**src/rtl/wb_arbiter_pkg.sv**
```systemverilog
// Shared types and constants for the register-file write-port arbiter.
// The write-port bundle is what the arbiter registers toward the register file.
package wb_arbiter_pkg;

    localparam int ADDR_W = 5;
    localparam int DATA_W = 32;

    localparam logic [ADDR_W-1:0] REG_ZERO = '0;

    typedef struct packed {
        logic [ADDR_W-1:0] addr;
        logic [DATA_W-1:0] data;
        logic              we;
    } wr_port_t;

    // x0 is hard-wired zero, so writes to it are swallowed at the port
    function automatic logic is_writable(input logic [ADDR_W-1:0] addr);
        return addr != REG_ZERO;
    endfunction

endpackage

```
**src/rtl/wb_result_fifo.sv**
```systemverilog
// Small synchronous FIFO holding long-latency {addr, data} results.
// The head entry is readable combinationally so it can be popped onto the port in the same cycle.
module wb_result_fifo #(
    parameter int AW    = 5,
    parameter int DW    = 32,
    parameter int DEPTH = 2
) (
    input  logic                       clk,
    input  logic                       reset_n,
    input  logic                       push,
    input  logic [AW-1:0]              push_addr,
    input  logic [DW-1:0]              push_data,
    input  logic                       pop,
    output logic [AW-1:0]              head_addr,
    output logic [DW-1:0]              head_data,
    output logic [$clog2(DEPTH+1)-1:0] count,
    output logic                       full,
    output logic                       empty
);

    localparam int PW = $clog2(DEPTH);
    localparam int CW = $clog2(DEPTH+1);

    logic [AW+DW-1:0] mem [DEPTH];
    logic [PW-1:0]    wr_ptr_reg;
    logic [PW-1:0]    rd_ptr_reg;
    logic [CW-1:0]    count_reg;
    logic             push_ok;
    logic             pop_ok;

    assign full    = (count_reg == CW'(DEPTH));
    assign empty   = (count_reg == '0);
    assign push_ok = push && !full;
    assign pop_ok  = pop && !empty;

    // storage is not reset; occupancy alone defines validity
    for (genvar gi = 0; gi < DEPTH; gi++) begin : g_entry
        always_ff @(posedge clk) begin
            if (push_ok && wr_ptr_reg == PW'(gi)) begin
                mem[gi] <= {push_addr, push_data};
            end
        end
    end

    always_ff @(posedge clk or negedge reset_n) begin
        if (!reset_n) begin
            wr_ptr_reg <= '0;
            rd_ptr_reg <= '0;
            count_reg  <= '0;
        end else begin
            if (push_ok) begin
                wr_ptr_reg <= wr_ptr_reg + 1'b1;
            end
            if (pop_ok) begin
                rd_ptr_reg <= rd_ptr_reg + 1'b1;
            end
            case ({push_ok, pop_ok})
                2'b10:   count_reg <= count_reg + 1'b1;
                2'b01:   count_reg <= count_reg - 1'b1;
                default: count_reg <= count_reg;
            endcase
        end
    end

    assign {head_addr, head_data} = mem[rd_ptr_reg];
    assign count = count_reg;

endmodule

```
**src/rtl/wb_arbiter.sv**
```systemverilog
// Register-file write-port arbiter: pipeline writeback always wins, long-latency
// results wait in a FIFO, a scoreboard flags in-flight destinations, and starvation requests a bubble.
module wb_arbiter #(
    parameter int ADDR_W       = 5,
    parameter int DATA_W       = 32,
    parameter int FIFO_DEPTH   = 2,
    parameter int STARVE_LIMIT = 8
) (
    input  logic              clk,
    input  logic              reset_n,
    input  logic              wb_valid_i,
    input  logic [ADDR_W-1:0] wb_addr_i,
    input  logic [DATA_W-1:0] wb_data_i,
    input  logic              md_valid_i,
    output logic              md_ready_o,
    input  logic [ADDR_W-1:0] md_addr_i,
    input  logic [DATA_W-1:0] md_data_i,
    input  logic              issue_i,
    input  logic [ADDR_W-1:0] issue_addr_i,
    input  logic [ADDR_W-1:0] rs1_addr_i,
    input  logic [ADDR_W-1:0] rs2_addr_i,
    output logic              rs1_pending_o,
    output logic              rs2_pending_o,
    output logic              stall_o,
    output logic [ADDR_W-1:0] writereg_addr_o,
    output logic [DATA_W-1:0] data_o,
    output logic              data_write_o
);

    import wb_arbiter_pkg::*;

    localparam int NREG = 2**ADDR_W;
    localparam int SW   = $clog2(STARVE_LIMIT+1);
    localparam int CW   = $clog2(FIFO_DEPTH+1);

    logic              push;
    logic              pop;
    logic [ADDR_W-1:0] head_addr;
    logic [DATA_W-1:0] head_data;
    logic [CW-1:0]     fifo_count;
    logic              fifo_full;
    logic              fifo_empty;
    logic              fifo_busy;

    wr_port_t          port_reg;
    wr_port_t          port_next;
    logic [SW-1:0]     starve_reg;
    logic [SW-1:0]     starve_next;
    logic              stall_reg;
    logic [NREG-1:0]   pending_reg;

    assign md_ready_o = !fifo_full;
    assign push       = md_valid_i && md_ready_o;
    assign pop        = !wb_valid_i && !fifo_empty;
    assign fifo_busy  = (fifo_count != '0);

    wb_result_fifo #(
        .AW    (ADDR_W),
        .DW    (DATA_W),
        .DEPTH (FIFO_DEPTH)
    ) u_fifo (
        .clk       (clk),
        .reset_n   (reset_n),
        .push      (push),
        .push_addr (md_addr_i),
        .push_data (md_data_i),
        .pop       (pop),
        .head_addr (head_addr),
        .head_data (head_data),
        .count     (fifo_count),
        .full      (fifo_full),
        .empty     (fifo_empty)
    );

    always_comb begin
        port_next    = port_reg;
        port_next.we = 1'b0;
        if (wb_valid_i) begin
            port_next.addr = wb_addr_i;
            port_next.data = wb_data_i;
            port_next.we   = is_writable(wb_addr_i);
        end else if (pop) begin
            port_next.addr = head_addr;
            port_next.data = head_data;
            port_next.we   = is_writable(head_addr);
        end
    end

    // counts only cycles where a buffered result is blocked by the pipeline
    always_comb begin
        starve_next = starve_reg;
        if (pop || !fifo_busy) begin
            starve_next = '0;
        end else if (wb_valid_i && starve_reg != SW'(STARVE_LIMIT)) begin
            starve_next = starve_reg + 1'b1;
        end
    end

    always_ff @(posedge clk or negedge reset_n) begin
        if (!reset_n) begin
            port_reg   <= '0;
            starve_reg <= '0;
            stall_reg  <= 1'b0;
        end else begin
            port_reg   <= port_next;
            starve_reg <= starve_next;
            stall_reg  <= (starve_next == SW'(STARVE_LIMIT));
        end
    end

    // a fresh issue must win over the retirement of an older op to the same register
    for (genvar gi = 0; gi < NREG; gi++) begin : g_pending
        if (gi == 0) begin : g_zero
            assign pending_reg[gi] = 1'b0;
        end else begin : g_bit
            logic set_bit;
            logic clr_bit;
            assign set_bit = issue_i && (issue_addr_i == ADDR_W'(gi));
            assign clr_bit = pop && (head_addr == ADDR_W'(gi));
            always_ff @(posedge clk or negedge reset_n) begin
                if (!reset_n) begin
                    pending_reg[gi] <= 1'b0;
                end else if (set_bit) begin
                    pending_reg[gi] <= 1'b1;
                end else if (clr_bit) begin
                    pending_reg[gi] <= 1'b0;
                end
            end
        end
    end

    assign rs1_pending_o   = pending_reg[rs1_addr_i];
    assign rs2_pending_o   = pending_reg[rs2_addr_i];
    assign stall_o         = stall_reg;
    assign writereg_addr_o = port_reg.addr;
    assign data_o          = port_reg.data;
    assign data_write_o    = port_reg.we;

endmodule

```
**config.mk**
```make
export PLATFORM = sky130hd
export DESIGN_NAME = wb_arbiter
export DESIGN_NICKNAME = d
export VERILOG_FILES = /design/src/rtl/wb_arbiter_pkg.sv /design/src/rtl/wb_result_fifo.sv /design/src/rtl/wb_arbiter.sv
export SDC_FILE = /design/constraint.sdc
export NUM_CORES = 1
export LEC_CHECK = 0
export BUFFER_PORTS_ARGS = -buffer_cell sky130_fd_sc_hd__buf_2
export CAP_MARGIN = 15
export CORE_MARGIN = 1
export CORE_UTILIZATION = 59
export CTS_CLUSTER_SIZE = 10
export DETAILED_ROUTE_END_ITERATION = 10
export HOLD_SLACK_MARGIN = 0.15
export PLACE_DENSITY = 0.85
export SLEW_MARGIN = 20
export SYNTH_ARGS = -nofsm -noshare
export SYNTH_HDL_FRONTEND = slang
export SYNTH_HIERARCHICAL = 1
export SYNTH_SLANG_ARGS = --single-unit
```
**constraint.sdc**
```tcl
create_clock -name clk -period 7.1 [get_ports clk]
set_input_delay 0 -clock clk [delete_from_list [all_inputs] [get_ports clk]]
set_output_delay 0 -clock clk [all_outputs]
set_load 0.1 [all_outputs]
```
==> impl_metrics.yaml <==
worst_setup_path:
  crit_buf_inv: 1
  crit_family: "flip-flops"
  endpoint_kind: "register"
  worst-r2r-cell-count: 6
  critPathRequiredTime_ps: 7400
  critical_path.max_stage_delay_ps: 1130
  r2r-end: "pending_reg[31]"
  r2r_start: "u_fifo/rd_ptr_reg"
  crit_arrival_ps: 3890
  crit_slowest_cell: "dfrtp_2"
  crit_path_start_kind: "register"
  crit_chain: "mux2_2, nor3b_1, nand3_1, o21ai_0, o21ai_0, dlygate4sd3_1"
  crit_type: "register to register"
  r2r_slack_ps: 3500
  cp_common_cell: "o21ai_0"
  path_max_fanout: 38
floorplan:
  fp.dieW_um: 109.8
  die_area_mm2: 0.01205
  io_pins: 136
  die_h_um: 109.8
  coreArea_mm2: 0.01108
  start_util_pct: 61.85
  core.rowCount: 38
global_route:
  grt_pass1_wl_mm: 34.77
  top_usage_layer: "met2"
  antenna_found_initial: 0
  first_global_vias: 6143
  grt_start_max_net_pins: 85
  grt-ovfl-total: 0
  grt.met1_usage_pct: 48.75
  track_usage_pct: 40.87
  grtUsageMet3_pct: 10.14
  use_met2_pct: 68.78
flow_run:
  drv_cap: 0
final_layout:
  final_core_util_pct: 82.76
  fin_nets: 848
  drive_above_1_share_pct: 28.40
  num_antenna_cells: 0
  instances_no_fill: 904
  area_delta_synth_final_pct: 33.82
  largest_reg_flops: 74
power:
  leakage_nw: 3.857
  total_power_mw: 4.228
  ir_drop_v: 0.0003411
  power_density_mw_per_mm2: 461.1
sta:
  post-route-period-util_pct: 50.64
  finalSetupViolations: 0
  grt_setup_unrepaired: "no"
  fin_hold_ws_ps: 215.2
  drv_slew: 0
  worst_slew_pin_slew_ps: 1163
  max_slew_margin_pct: 22.43
  clock_skew_ps: 20.57
  final.min_clock_period_ps: 3595
  tns_ps: 0
  fmax_mhz: 278.1
  hold_violations: 0
cts:
  path_clk_slew_ps: 70
  insertion_delay_ps: 440
  cts_tree: "yes"
  post_cts_buffers: 0
  cts_buffer_depth: 2
  root_buffer: "clkbuf_16"
  cts_made_buffers: 17
  h-tree-depth: 4
  clkSinkCount: 152
placement:
  gp_congestion: 0.8537
  port_buffers: 135
  dp.cells: 783
  dp_hpwl_mm: 10.59
detailed_routing:
  drc_errors: 0
  dr.first_iter.drc_count: 842
  totalWireLength_mm: 24.77
  ant_nets: 0
  wl_per_cell_um: 27.40
  drt_pass1_iterations: 5
  avgViaCountPerCell: 6.726
  vias: 6080
yosys:
  synth.distinct_cells: 46
  yosysSeqAreaShare_pct: 60.92
  syn-num-nets: 628
  yosys_warnings: 6
  avgSynthCellArea_um2: 12.90
  ys_ff_latch: 152
  netlist_area_mm2: 0.006852
  postSynthCellCount: 531
status:
  status: "complete, no violations"
worst_hold_path:
  min_path_type: "input port to asynchronous set/reset pin"
==> synthesized netlist by cell type (all sizes together) <==
master,count,share of area (%)
ha,3,0.55
and3,1,0.091
xnor2,3,0.38
nor2b,9,0.86
or3,1,0.091
nand3b,4,0.44
edfxtp,74,32
or2,3,0.27
o2111ai,1,0.13
nand2,51,2.8
clkbuf,7,0.38
dfrtp,78,28
nor2,13,0.71
a221oi,1,0.13
nand4b,2,0.26
o211ai,1,0.11
or4,2,0.22
a22oi,4,0.44
o31ai,1,0.11
mux2i,54,7.9
and3b,1,0.13
nand2b,10,0.91
o21ai,102,7.5
nor4bb,1,0.15
nand4,4,0.37
nand3,12,0.88
mux4,6,2.1
and2b,1,0.11
nor3,1,0.073
o22ai,1,0.091
a211oi,2,0.22
a21oi,8,0.58
inv,7,0.38
nor3b,1,0.11
buf,18,1.7
xor2,3,0.38
mux2,39,7.5
nor4,1,0.091
==> worst max-delay path by stage <==
stage / depth (start not counted) / to / startpoint / slack (ps)
after floorplan: 5 / u_fifo/mem[0][0] / u_fifo/count[0] / 4280
after detailed placement: 5 / pending_reg[11] / u_fifo/rd_ptr_reg / 4540
after global routing: 6 / pending_reg[31] / u_fifo/rd_ptr_reg / 3480
final: 6 / pending_reg[31] / u_fifo/rd_ptr_reg / 3500
after CTS: 6 / pending_reg[31] / u_fifo/rd_ptr_reg / 4080
after global placement: 5 / pending_reg[29] / u_fifo/rd_ptr_reg / 4570
==> cells in the final DEF, fill, tap and decap left out, types with 3 or more instances in the layout <==
cell type / instances
buf_2: 134
o21ai_0: 97
dlygate4sd3_1: 88
dfrtp_1: 77
edfxtp_1: 74
mux2i_1: 54
nand2_1: 51
mux2_4: 20
mux2_2: 18
clkbuf_16: 17
nand3_1: 12
nor2_1: 11
nand2b_1: 10
a21oi_1: 8
nor2b_1: 8
inv_1: 7
bufinv_16: 6
o21ai_1: 5
nand3b_1: 4
nand4_1: 4
a22oi_1: 4
xor2_1: 3
or2_2: 3
mux4_1: 3
mux4_2: 3
ha_1: 3
clkinv_2: 3
xnor2_1: 3
==> kinds of logic (layout without fill, tap and decap cells) <==
| kind of cell | after synthesis | in the layout | share of synthesized area, % |
|---|---|---|---|
| buffers and inverters | 32 | 265 | 2.429 |
| adder cells (fa/ha/maj) | 3 | 3 | 0.5479 |
| flip-flops | 152 | 152 | 60.92 |
| AO/OA/AOI/OAI | 121 | 121 | 9.259 |
| AND/OR/NAND/NOR | 118 | 118 | 8.547 |
| XOR/XNOR | 6 | 6 | 0.7671 |
| multiplexers | 99 | 99 | 17.53 |
==> final cells by class <==
cell class	count	area (um2)
fill	486	1909
clock buffer	19	442.9
tap	140	175.2
multi-input combinational	347	2527
inverter	7	26.28
timing repair buffer	226	1598
sequential	152	4175
clock inverter	13	224.0
==> power breakdown <==
group          internal [mW]  total [mW]  leakage (nW)  switching, mW
combinational          0.512        1.67          1.91           1.16
clock                  0.668        1.07         0.325          0.398
sequential              1.22        1.49          1.63          0.274
total                   2.40        4.23          3.86           1.83
==> timing repair <==
item                      4_1_cts  5_1_grt
hold buffers                   88        0
hold endpoints to repair      222        0
gates resized for setup         0        0
==> routing by layer <==
| metal | up-vias | part of all wire [%] |
|---|---|---|
| met5 | - | 0 |
| met4 | 0 | 6.2 |
| met3 | 145 | 12 |
| met2 | 593 | 48 |
| met1 | 2945 | 34 |
| li1 | 2397 | - |
==> stage by stage <==
| stage | cell area (um2) | setup slack, ps |
|---|---|---|
| after global placement | 7597 | 4575 |
| final | 9169 | 3505 |
| after CTS | 9145 | 4081 |
| after detailed placement | 7597 | 4538 |
| after floorplan | 6852 | 4280 |
| after global routing | 9169 | 3479 |
(Power assumes the default switching activity.)
